File: src/rtl/uart_tx_scheduler.sv
// uart_tx_scheduler: round-robin arbiter feeding one UART transmitter, with baud tick and post-frame idle gap.
//   iClk/iRst              clock, async active-high reset
//   iData0/iValid0/oReady0 requester 0 byte handshake
//   iData1/iValid1/oReady1 requester 1 byte handshake
//   iGap                   idle bit times after each frame, sampled at the transfer
//   oTxData/oTxEN/oBPS     transmitter byte, load pulse, baud tick
//   oBusy/oGrant           frame or gap in progress, last granted requester
module uart_tx_scheduler #(
    parameter int CLK_DIV    = 434,
    parameter int FRAME_BITS = 11
) (
    input  logic       iClk,
    input  logic       iRst,
    input  logic [7:0] iData0,
    input  logic       iValid0,
    output logic       oReady0,
    input  logic [7:0] iData1,
    input  logic       iValid1,
    output logic       oReady1,
    input  logic [3:0] iGap,
    output logic [7:0] oTxData,
    output logic       oTxEN,
    output logic       oBPS,
    output logic       oBusy,
    output logic       oGrant
);
    typedef enum logic [1:0] {IDLE, LOAD, FRAME, GAP} state_t;
    localparam logic [15:0] BAUD_LAST = 16'(CLK_DIV - 1);
    localparam logic [3:0]  BIT_LAST  = 4'(FRAME_BITS - 1);
    state_t      state_q, state_d;
    logic [7:0]  data_q, data_d;
    logic [3:0]  gap_q, gap_d;
    logic [15:0] baud_q, baud_d;
    logic [3:0]  bit_q, bit_d;
    logic        prio_q, prio_d;
    logic        grant_q, grant_d;
    logic        txen_q, txen_d;
    logic        bps_q, bps_d;
    logic        busy_q, busy_d;
    logic        tick;
    // Ready is masked while reset is held so nothing is accepted during reset.
    assign oReady0 = !iRst && state_q == IDLE && iValid0 && (!prio_q || !iValid1);
    assign oReady1 = !iRst && state_q == IDLE && iValid1 && (prio_q || !iValid0);
    assign tick    = (state_q == FRAME || state_q == GAP) && baud_q == BAUD_LAST;
    always_comb begin
        state_d = state_q;
        data_d  = data_q;
        gap_d   = gap_q;
        baud_d  = baud_q;
        bit_d   = bit_q;
        prio_d  = prio_q;
        grant_d = grant_q;
        case (state_q)
            IDLE: if (oReady0 || oReady1) begin
                data_d  = oReady1 ? iData1 : iData0;
                gap_d   = iGap;
                grant_d = oReady1;
                prio_d  = !oReady1;
                state_d = LOAD;
            end
            LOAD: begin
                baud_d  = '0;
                bit_d   = '0;
                state_d = FRAME;
            end
            default: begin
                baud_d = tick ? '0 : baud_q + 16'd1;
                if (tick) begin
                    bit_d = bit_q + 4'd1;
                    if (state_q == FRAME && bit_q == BIT_LAST) begin
                        bit_d   = '0;
                        state_d = |gap_q ? GAP : IDLE;
                    end else if (state_q == GAP && bit_q == gap_q - 4'd1) begin
                        state_d = IDLE;
                    end
                end
            end
        endcase
        // Outputs are registered from next-state values so they line up with the state they describe.
        txen_d = state_d == LOAD;
        busy_d = state_d != IDLE;
        bps_d  = (state_d == FRAME || state_d == GAP) && baud_d == BAUD_LAST;
    end
    always_ff @(posedge iClk or posedge iRst) begin
        if (iRst) begin
            state_q <= IDLE;
            data_q  <= '0;
            gap_q   <= '0;
            baud_q  <= '0;
            bit_q   <= '0;
            prio_q  <= 1'b0;
            grant_q <= 1'b0;
            txen_q  <= 1'b0;
            bps_q   <= 1'b0;
            busy_q  <= 1'b0;
        end else begin
            state_q <= state_d;
            data_q  <= data_d;
            gap_q   <= gap_d;
            baud_q  <= baud_d;
            bit_q   <= bit_d;
            prio_q  <= prio_d;
            grant_q <= grant_d;
            txen_q  <= txen_d;
            bps_q   <= bps_d;
            busy_q  <= busy_d;
        end
    end
    assign oTxData = data_q;
    assign oTxEN   = txen_q;
    assign oBPS    = bps_q;
    assign oBusy   = busy_q;
    assign oGrant  = grant_q;
endmodule

File: config.mk
export PLATFORM = sky130hd
export DESIGN_NAME = uart_tx_scheduler
export DESIGN_NICKNAME = d
export VERILOG_FILES = /design/src/rtl/uart_tx_scheduler.sv
export SDC_FILE = /design/constraint.sdc
export NUM_CORES = 1
export LEC_CHECK = 0
export ABC_AREA = 1
export CORE_MARGIN = 2
export CORE_UTILIZATION = 30
export DETAILED_ROUTE_END_ITERATION = 8
export PLACE_DENSITY = 0.49
export SLEW_MARGIN = 5
export SYNTH_ARGS = -nofsm -noshare
export SYNTH_HDL_FRONTEND = slang
export SYNTH_SLANG_ARGS = --single-unit
File: constraint.sdc
create_clock -name iClk -period 3.75 [get_ports iClk]
set_input_delay 0.375 -clock iClk [delete_from_list [all_inputs] [get_ports iClk]]
set_output_delay 0.375 -clock iClk [all_outputs]
set_load 0.03 [all_outputs]
=== Word level (Yosys, flattened, before mapping) ===
Cells that the tools add are included.

* Register bits after elaboration: 39
* Bits in latches: 0
* Bits in writable memories: 0
* ROM bits: 0
* Bits of input ports: 24
* Output and inout bits: 14
* Logic and storage cells: 61
* Memories kept: 0

* Add/sub/neg operators: 3
* $mul: 0
* Divide/modulo/power cells: 0
* Magnitude comparators: 0
* Equal/unequal tests: 10
* Shifts and indexed selects: 0
* Muxes and demuxes: 12
* Bitwise operators: 1
* Reduce and logical (&&, ||, !) cells: 25

{| class="wikitable"
|+ Operators by type and width
! operator !! count
|-
| $eq 16x9->1 const B || 2
|-
| $pmux 16 s2 || 1
|-
| $add 16x1->16 const B || 1
|-
| $mux 16 || 1
|-
| $mux 2 || 5
|-
| $logic_and 1x1->1 || 9
|-
| $eq 2x2->1 const B || 4
|-
| $mux 4 || 2
|-
| $mux 8 || 1
|-
| $pmux 4 s2 || 1
|-
| $logic_not 1->1 || 5
|-
| $logic_or 1x1->1 || 5
|-
| $add 4x1->4 const B || 1
|-
| $eq 2x1->1 const B || 2
|-
| $eq 4x4->1 || 1
|-
| $eq 4x4->1 const B || 1
|-
| $pmux 2 s2 || 1
|-
| $reduce_and 2->1 || 2
|-
| $reduce_bool 2->1 || 2
|-
| $reduce_or 4->1 || 1
|-
| $sub 4x1->4 const B || 1
|-
| $logic_not 2->1 || 1
|-
| $not 1->1 || 1
|}

=== Logic depth before layout (Yosys ltp) ===
* Word-level depth: 10
* Gate-level depth with buffers: 15
* Mapped depth without buffers: 15

=== Least setup slack after synthesis ===
Ideal clock, no wire load.

* Path type: register -> output
* From: reg state_q[1]
* To: out oReady1
* Data arrival time: 1.239 ns
* Data required time: 3.375 ns
* Setup slack: 2.136 ns
* Stages on the path, launching flop included: 7
* Path buffers: 1
* Path through: dfrtp_1 -> nor2_4 -> inv_2 -> nor2_2 -> nand2_1 -> a21oi_2 -> buf_2

* Longest elaborated chain between the ends: 4

{| class="wikitable"
|+ Ends and longest elaborated chain
! what !! RTL line !! source
|-
| start, declared || 30 || <nowiki>state_t state_q, state_d;</nowiki>
|-
| start signal, assigned || 97 || <nowiki>state_q <= state_d;</nowiki>
|-
| $logic_not 2->1 || 43 || <nowiki>assign oReady1 = !iRst && state_q == IDLE && iValid1 && (prio_q || !iValid0);</nowiki>
|-
| $logic_and 1x1->1 (3 in series) || 43 ||
|-
| end, declared || 19 || <nowiki>output logic oReady1,</nowiki>
|}

No other way between the ends.

=== Worst setup path in the final report ===
Same ends and word-level chain as after synthesis.

==> run metrics <==
status=finished, final reports clean; register area=976 µm²; clock sinks=39; layout cells sized above 1=14.4%; DR pass1 iterations=4; Mapped Avg Cell Area=7.51 µm²; DP Wirelength=4170 µm; R2R setup slack=1.41 ns; setup TNS=0 ns; CTS Buf Count=5; Synth top area share=41.0%; Max Buffers Root-to-Sink=2; Slew Viols, Final=0; P per Cell Area=280 nW/µm²; DR WL/cell=11.7 µm; Total GRT Usage=13.7%; Area growth syn-to-layout=24.7%; input/output buffers=37; RSZ-0062 raised after global routing=no; Hold-fix buffers, CTS=0; Die Span X=93.1 µm; TritonCTS clock tree=done; CORE AREA=7690 µm²; vias in the first global route=2122; FILL cells=853; area taken by multi-input logic gates=1200 µm²; dpl cells=454; Die Y=93.1 µm; routed via count=2054; Tightest Pin Transition=0.728 ns; number of synthesized register bits=39; GPL Wtd Cong=0.841; largest net degree at the start of global routing=25; n_diodes=0; synth warn=0; Cell variety after synth=28; Setup CP Type=flop to output pin; slew margin rel.=51.5%; f_max=0.329 GHz; Required @ worst endpoint=3.38 ns; crit share post-route=81.2%; H-tree Lvls=2; Clk Latency, worst-skew pair=0.29 ns; initial antenna violation count=0; largest area contributor in the netlist=dfrtp_1; Initial Util=31.0%; DRC=0; sequential area share after synthesis=41.0%; Cells after Synth=317; PostCTS Resize Cnt=0; Final Net Count=389; critical path endpoint category=output pin; setup repair bufs after CTS=0; Setup Skew=0.0150 ns; Worst-path clk slew=0.09 ns; Ports=38; HP Class=flop to flop; most common cell after layout, fill and taps aside=nand2_1; Fin. Hold Viols=0; grt ovf=0; Arr. time, crit path=2.67 ns; Root Buffer=clkbuf_8; Worst IR Drop VDD=128 µV; Routed Antenna Nets=0; min Tclk post-route=3.04 ns; leakage=0.00144 µW; worst-path fanout max=15; setup violators final=0; startpoint types=flop; max cap viols=0; DRT iter0 DRCs=49; Row Count=32; wire length of the first global-routing pass=9730 µm; most frequent cells in the layout=nand2_1, inv_1, dfrtp_1; Routed WL=5380 µm; die area=8660 µm²; Net Count, Synth=347; non-filler cells, final=462; Via density=4.45; Post-Syn Area=2380 µm²; top post-synthesis cells by area=dfrtp_1, nand2_1, inv_1, nand3_1, nor2_1
synth_stat cells (all sizes together):
cell      n
a21o      2
a21oi     5
buf       5
dfrtp    39
ha        6
inv      47
nand2   106
nand3    35
nand3b    1
nand4     5
nor2     34
nor3      4
o21ai    17
o21bai    1
o22ai     3
xnor2     2
xor2      5
state kept, by name, summed over array words and instances (netlist names):
name and flops:
oTxData 8, gap_q 4, oBusy 1, oTxEN 1
baud_q 16, oGrant 1, oBPS 1, bit_q 4
state_q 2, prio_q 1
layout make-up:
type                            count  area share, %
Timing Repair Buffer               40           13.2
Tap cell                          102           4.30
Inverter                           47           5.95
Sequential cell                    39           32.9
Clock inverter                      2          0.464
Clock buffer                        6           2.78
Multi-Input combinational cell    226           40.4
layer usage:
layer  wire (µm)  global-route usage [%]
met1        2610                    18.0
met2        2480                    23.6
met3         278                    3.79
met4          10                    1.10
met5           0                       0
worst paths after layout:
check                                         endpoint  depth (start not counted)                    from
worst max register to register    gap_q[2]$_DFFE_PP0P_                         11    state_q[1]$_DFF_PP0_
worst min-delay path            oTxData[5]$_DFFE_PP0P_                          2  oTxData[5]$_DFFE_PP0P_
max in group asynchronous          baud_q[7]$_DFF_PP0_                          3                    iRst
worst min register to register  oTxData[5]$_DFFE_PP0P_                          2  oTxData[5]$_DFFE_PP0P_
min in group asynchronous         baud_q[12]$_DFF_PP0_                          2                    iRst
worst max-delay path                           oReady1                          7    state_q[1]$_DFF_PP0_
critical path, stage by stage, from the launching register on:
cell and delay, ns:
dfrtp_1 0.66, nor2_4 0.41, inv_2 0.13, nor2_2 0.14
nand2_1 0.07, a21oi_2 0.09, buf_4 0.18, clkdlybuf4s50_1 0.68
through the flow:
stage,setup slack [ns],utilization [%],total power [µW],instance area (µm²),hold slack (ns)
floorplan,2.14,-,484,2380,0.467
detailed placement,1.04,37.3,532,2870,0.476
finish,0.706,38.6,832,2970,0.493
CTS,0.672,38.6,850,2970,0.500
global placement,1.07,37.3,531,2870,0.468
global route,0.512,38.6,877,2970,0.523
where the power goes:
part	leakage (µW)	internal [µW]	total, µW	switching [µW]
clock	0.0000516	151	310	160
combinational	0.000889	42.1	85.0	43.0
sequential	0.000499	431	437	5.88
total	0.00144	623	832	208
cell families after synthesis:
| logic type | share of synthesized area [%] |
|---|---|
| AND/OR/NAND/NOR | 37.6 |
| buffers and inverters | 8.67 |
| flip-flops | 41.0 |
| AO/OA/AOI/OAI | 6.99 |
| XOR/XNOR | 2.58 |
| adder cells (fa/ha/maj) | 3.15 |
Note: power is estimated with default switching activity, not from simulation.
